===== config.mk =====
export PLATFORM = sky130hd
export DESIGN_NAME = mul_core
export DESIGN_NICKNAME = d
export VERILOG_FILES = /design/src/rtl/mul_core_pkg.sv /design/src/rtl/mul_core_shift_add_mul.sv /design/src/rtl/mul_core.sv
export SDC_FILE = /design/constraint.sdc
export NUM_CORES = 1
export LEC_CHECK = 0
export ABC_CLOCK_PERIOD_IN_PS = 9400
export BUFFER_PORTS_ARGS = -buffer_cell sky130_fd_sc_hd__buf_2
export CAP_MARGIN = 40
export CELL_PAD_IN_SITES_DETAIL_PLACEMENT = 0
export CELL_PAD_IN_SITES_GLOBAL_PLACEMENT = 2
export CORE_ASPECT_RATIO = 0.5
export CORE_MARGIN = 4
export CORE_UTILIZATION = 41
export DETAILED_ROUTE_END_ITERATION = 8
export GPL_TIMING_DRIVEN = 0
export PLACE_DENSITY_LB_ADDON = 0.3
export SLEW_MARGIN = 20
export SYNTH_ARGS = -nofsm -noshare
export SYNTH_HDL_FRONTEND = slang
export SYNTH_SLANG_ARGS = --single-unit

===== constraint.sdc =====
create_clock -name clk -period 9.4 [get_ports clk]
set_clock_uncertainty 0.2 [all_clocks]
set_input_delay 0.47 -clock clk [delete_from_list [all_inputs] [get_ports clk]]
set_output_delay 0.47 -clock clk [all_outputs]
set_load 0.005 [all_outputs]

===== src/rtl/mul_core_pkg.sv =====
// Shared definitions for mul_core: FSM state encoding and result/accumulator geometry.
package mul_core_pkg;
  localparam int RESULT_W = 32;
  localparam int ACC_W    = 64;
  localparam int BYTES    = 4;

  typedef enum logic [2:0] {
    IDLE = 3'd0,
    MUL  = 3'd1,
    FIX  = 3'd2,
    OUT  = 3'd3,
    DONE = 3'd4
  } state_t;
endpackage


===== src/rtl/mul_core_shift_add_mul.sv =====
// Iterative unsigned shift-add multiplier: one multiplier bit per cycle, 32 cycles after start.
module shift_add_mul
  import mul_core_pkg::*;
(
  input  logic                clk,
  input  logic                rst_n,
  input  logic                start,
  input  logic [RESULT_W-1:0] mcand,
  input  logic [RESULT_W-1:0] mplier,
  output logic [ACC_W-1:0]    product,
  output logic                done
);
  logic [ACC_W-1:0]    mcand_sh;
  logic [RESULT_W-1:0] mplier_sh;
  logic [4:0]          cnt;
  logic                running;

  always_ff @(posedge clk or negedge rst_n) begin
    if (!rst_n) begin
      mcand_sh  <= '0;
      mplier_sh <= '0;
      product   <= '0;
      cnt       <= '0;
      running   <= 1'b0;
    end else if (start) begin
      mcand_sh  <= {{(ACC_W-RESULT_W){1'b0}}, mcand};
      mplier_sh <= mplier;
      product   <= '0;
      cnt       <= '0;
      running   <= 1'b1;
    end else if (running) begin
      if (mplier_sh[0]) product <= product + mcand_sh;
      mcand_sh  <= mcand_sh << 1;
      mplier_sh <= mplier_sh >> 1;
      cnt       <= cnt + 5'd1;
      if (cnt == 5'd31) running <= 1'b0;
    end
  end

  // High during the cycle whose closing edge folds in the last multiplier bit.
  assign done = running && (cnt == 5'd31);
endmodule


===== src/rtl/mul_core.sv =====
// Signed 32x32 multiply core with byte-serial output, MSB byte first.
// Define MUL_CORE_SATURATE_EN to clamp the result to signed 32 bits instead of wrapping.
module mul_core
  import mul_core_pkg::*;
#(
  parameter int BYTE_HOLD = 1
) (
  input  logic        clk,
  input  logic        rst_n,
  input  logic [31:0] a0,
  input  logic [31:0] a1,
  input  logic        start_calc,
  output logic        core_busy,
  output logic [7:0]  out_pins,
  output logic        out_valid,
  output logic        out_last
);
  localparam logic [3:0] HOLD_LAST = 4'(BYTE_HOLD - 1);
  localparam logic [1:0] LAST_IDX  = 2'(BYTES - 1);
`ifdef MUL_CORE_SATURATE_EN
  localparam logic signed [ACC_W-1:0] SAT_MAX = 64'sh0000_0000_7FFF_FFFF;
  localparam logic signed [ACC_W-1:0] SAT_MIN = -64'sh0000_0000_8000_0000;
`endif

  state_t                    state;
  logic                      armed;
  logic                      res_neg;
  logic [RESULT_W-1:0]       res;
  logic [1:0]                byte_idx;
  logic [3:0]                hold_cnt;
  logic                      accept;
  logic                      mul_done;
  logic [ACC_W-1:0]          product;
  logic signed [ACC_W-1:0]   prod_s;
  logic [RESULT_W-1:0]       fixed_res;

  function automatic logic [RESULT_W-1:0] magnitude(input logic [RESULT_W-1:0] v);
    return v[RESULT_W-1] ? (~v + 32'd1) : v;
  endfunction

  function automatic logic [RESULT_W-1:0] reduce(input logic signed [ACC_W-1:0] p);
`ifdef MUL_CORE_SATURATE_EN
    if (p > SAT_MAX) return 32'h7FFF_FFFF;
    if (p < SAT_MIN) return 32'h8000_0000;
`endif
    return p[RESULT_W-1:0];
  endfunction

  function automatic logic [7:0] select_byte(input logic [RESULT_W-1:0] r, input logic [1:0] idx);
    return 8'(r >> (8 * (BYTES - 1 - int'(idx))));
  endfunction

  assign accept    = (state == IDLE) && armed && start_calc;
  assign prod_s    = res_neg ? -$signed(product) : $signed(product);
  assign fixed_res = reduce(prod_s);

  shift_add_mul u_engine (
    .clk     (clk),
    .rst_n   (rst_n),
    .start   (accept),
    .mcand   (magnitude(a0)),
    .mplier  (magnitude(a1)),
    .product (product),
    .done    (mul_done)
  );

  always_ff @(posedge clk or negedge rst_n) begin
    if (!rst_n) begin
      state     <= IDLE;
      armed     <= 1'b1;
      res_neg   <= 1'b0;
      res       <= '0;
      byte_idx  <= '0;
      hold_cnt  <= '0;
      core_busy <= 1'b0;
      out_pins  <= 8'h00;
      out_valid <= 1'b0;
      out_last  <= 1'b0;
    end else begin
      case (state)
        IDLE: begin
          if (accept) begin
            res_neg   <= a0[31] ^ a1[31];
            armed     <= 1'b0;
            core_busy <= 1'b1;
            state     <= MUL;
          end else if (!armed && !start_calc) begin
            armed <= 1'b1;
          end
        end
        MUL: if (mul_done) state <= FIX;
        FIX: begin
          res       <= fixed_res;
          out_pins  <= select_byte(fixed_res, 2'd0);
          out_valid <= 1'b1;
          out_last  <= 1'b0;
          byte_idx  <= 2'd0;
          hold_cnt  <= 4'd0;
          state     <= OUT;
        end
        OUT: begin
          if (hold_cnt == HOLD_LAST) begin
            hold_cnt <= 4'd0;
            if (byte_idx == LAST_IDX) begin
              state     <= DONE;
              core_busy <= 1'b0;
              out_valid <= 1'b0;
              out_last  <= 1'b0;
              out_pins  <= 8'h00;
            end else begin
              byte_idx <= byte_idx + 2'd1;
              out_pins <= select_byte(res, byte_idx + 2'd1);
              out_last <= (byte_idx + 2'd1 == LAST_IDX);
            end
          end else begin
            hold_cnt <= hold_cnt + 4'd1;
          end
        end
        // armed stays clear so a start_calc still held from this run cannot relaunch.
        DONE: state <= IDLE;
        default: begin
          state     <= IDLE;
          core_busy <= 1'b0;
          out_valid <= 1'b0;
          out_last  <= 1'b0;
          out_pins  <= 8'h00;
        end
      endcase
    end
  end
endmodule


==> impl_metrics.py <==
metrics = {
    "final_layout": {
        "utilization_pct": 48.37,
        "drive_above_1_share_pct": 11.10,
        "areaGrowthSynthToFinish_pct": 14.29,
        "final_common_cell": "nand2_1",
        "fill_cells": 2408,
        "layout_common_cells": "nand2_1 (181), dfrtp_1 (155), o21ai_0 (137)",
        "final_cells": 1599,
        "nets": 1357,
        "stdcell_area_mm2": 0.01179,
    },
    "die": {
        "die_area_mm2": 0.02791,
        "start_util_pct": 42.32,
        "die_x_um": 232.3,
        "fp.dieH_um": 120.2,
        "num_io_pins": 78,
        "core_mm2": 0.02437,
        "row_count": 40,
    },
    "flow_run": {
        "cap_violations": 0,
    },
    "worst_hold_path": {
        "hold_depth": 3,
        "holdPathEnd": "u_engine.mplier_sh[0]$_DFFE_PN0P_",
        "min_from": "a1[0]",
        "hold_path.class": "input port to register",
    },
    "pwr": {
        "pwr_density_cell_mw_per_mm2": 311.9,
        "power.total_w": 0.003676,
        "p_leak_nw": 5.421,
        "vdd_drop_max_mv": 0.1391,
    },
    "cts": {
        "cts_buffers": 17,
        "clock-root-buffer": "clkbuf_16",
        "cts_tree": "built",
        "cts_max_level": 4,
        "clock_latency_ns": 0.44,
        "post_cts_resized": 0,
        "clkTransAtPathRegs_ns": 0.06,
        "clk_path_buf_depth": 2,
        "clock_sinks": 156,
    },
    "sta": {
        "max_slew_margin_pct": 51.05,
        "slew_viol_final": 0,
        "tns_ns": 0,
        "hold_violations": 0,
        "tightest_slew_ns": 0.7343,
        "min_period_ns": 3.649,
        "setup_violations": 0,
        "rsz0062_at_grt": "no",
        "finalCritPeriodShare_pct": 38.82,
        "fmax_ghz": 0.2740,
    },
    "placed_design": {
        "place_congestion": 0.9056,
        "dpl.hpwl_um": 22520,
        "place.port_buffers": 77,
        "dp_cells": 1563,
        "placed_area_mm2": 0.01116,
    },
    "routing": {
        "drc": 0,
        "vias_per_cell": 5.462,
        "vias": 8733,
        "firstDrtPassIters": 5,
        "wl_per_cell_um": 18.16,
        "drtIter0Drc": 540,
        "finalWirelength_um": 29040,
        "drt.antenna.violating_nets": 0,
    },
    "yosys": {
        "synth_flop_cell": "dfrtp_1",
        "ys_types": 66,
        "synth-edff-count": 0,
        "syn_area_per_cell_um2": 8.985,
        "ys_ff_latch": 156,
        "yosys.area.top_type": "dfrtp_1",
        "synth_area_leaders": "dfrtp_1 (38%), o21ai_0 (6.6%), nand2_1 (6.6%), xnor2_1 (6.5%), mux2i_1 (6.4%)",
        "synth_fp_nets": 1256,
        "async_flop_share_pct": 100.0,
        "ys_warn_count": 0,
        "synth_area_mm2": 0.01031,
        "netlist_instances": 1148,
        "synth.top_cell.area_share_pct": 37.60,
        "yosysSeqAreaShare_pct": 37.86,
    },
    "status": {
        "status": "complete, no violations",
    },
    "setup_path": {
        "r2r_start": "u_engine.product[7]$_DFFE_PN0P_",
        "required_ns": 9.53,
        "startpoint_type": "register",
        "cp_max_fo": 7,
        "reg2reg_depth": 10,
        "path_class": "register to register",
        "worstPathArrival_ns": 3.78,
        "regToRegSetupSlack_ns": 5.75,
        "r2r_end": "u_engine.product[31]$_DFFE_PN0P_",
        "end_kind": "register",
    },
    "global_routing": {
        "grtUsageTotal_pct": 21.16,
        "grt_max_degree": 97,
        "grt_overflow": 0,
        "grt_pass1_vias": 8592,
        "antenna_found_initial": 3,
        "grt_pass1_wl_um": 46530,
    },
}
per-layer routing:
layer / share of wire, % / track usage [%]
met5: 0.069 / 0
met3: 4.5 / 4.578
met2: 43 / 32.53
met4: 1.9 / 5.670
met1: 50 / 30.27
critical path, cell delays in order (launching register included):
cell and delay (ns):
dfrtp_1 0.49, ha_1 0.33, clkbuf_1 0.28, nand3_1 0.18, o41ai_1 0.65, nor2_1 0.20
o221a_2 0.34, a21o_1 0.21, o21ai_0 0.30, a211oi_1 0.13, a31o_2 0.23
logic make-up (layout without fill, tap and decap cells):
kind of cell               after synthesis  count (layout)  synth area share, %
AOI/OAI and AO/OA                      320             320                19.65
xor gates and xnor gates               117             117                9.934
adders and majority gates               41              41                5.046
buffers and inverters                   83             196                3.032
DFF                                    156             156                37.86
muxes                                   74              74                8.151
other                                    0               2                    0
and+or+nand+nor                        357             357                16.33
Yosys cell counts, drive strengths merged, types with 3 or more instances:
master and n:
mux2i 66, a21o 26, a31oi 7, nor3 18, nand4 5, a221o 8, nand2b 10, xor2 41
ha 40, nand4b 3, nand2 181, a211oi 11, or3 22, o21bai 4, o21ai 141, buf 20
nand3 31, o41ai 11, xnor2 76, or2 3, and3 7, mux4 8, nand3b 4, and2 5
dfrtp 155, or4 9, a31o 3, nor2 44, o21a 3, a21oi 58, nor4 3, nor2b 9
o31ai 26, inv 20, clkbuf 43
worst max path at each step:
| stage | from | endpoint |
|---|---|---|
| 2_1_floorplan | a0[11] | u_engine.mcand_sh[26]$_DFFE_PN0P_ |
| 3_3_place_gp | rst_n | u_engine.mplier_sh[13]$_DFFE_PN0P_ |
| 3_5_place_dp | state[2]$_DFFE_PN0P_ | u_engine.mcand_sh[1]$_DFFE_PN0P_ |
| 4_1_cts | state[2]$_DFFE_PN0P_ | u_engine.mcand_sh[1]$_DFFE_PN0P_ |
| 5_1_grt | u_engine.product[1]$_DFFE_PN0P_ | u_engine.product[19]$_DFFE_PN0P_ |
| 6_report | u_engine.product[7]$_DFFE_PN0P_ | u_engine.product[31]$_DFFE_PN0P_ |
report_power, final:
part	internal (W)	switching [W]
sequential	0.000909	0.000264
clock	0.000416	0.000283
combinational	0.000747	0.00106
total	0.00207	0.00160
final cells by class:
class                           instances  area, µm²  area share [%]
Clock buffer                           21      480.5           4.076
Clock inverter                         10      115.1          0.9764
Tap cell                              336      420.4           3.566
Timing Repair Buffer                   82      452.9           3.842
Multi-Input combinational cell        909       6097           51.72
Buffer                                 63      237.7           2.017
Antenna cell                            2      5.005         0.04245
Inverter                               20      75.07          0.6368
Sequential cell                       156       3905           33.12
timing repair:
action / in CTS / in global routing
hold buffers: 2 / 0
hold endpoints to repair: 61 / 0
setup buffers: 0 / 0
metrics by stage:
step           setup slack, ns  hold slack (ns)
6_report                 5.751           0.1163
5_1_grt                  5.504          0.09924
4_1_cts                  5.557          0.08773
3_3_place_gp             5.233           0.2567
3_5_place_dp             5.555           0.2477
2_1_floorplan            6.397         -0.02559
registers in the layout, indices dropped and copies added, names as in the netlist:
| signal | flops |
|---|---|
| out_last | 1 |
| u_engine.mplier_sh | 32 |
| core_busy | 1 |
| out_pins | 8 |
| armed | 1 |
| res | 32 |
| u_engine.cnt | 5 |
| u_engine.running | 1 |
| hold_cnt | 4 |
| byte_idx | 2 |
| out_valid | 1 |
| res_neg | 1 |
| u_engine.mcand_sh | 32 |
| u_engine.product | 32 |
| state | 3 |
Note: power is estimated with default switching activity, not from simulation.
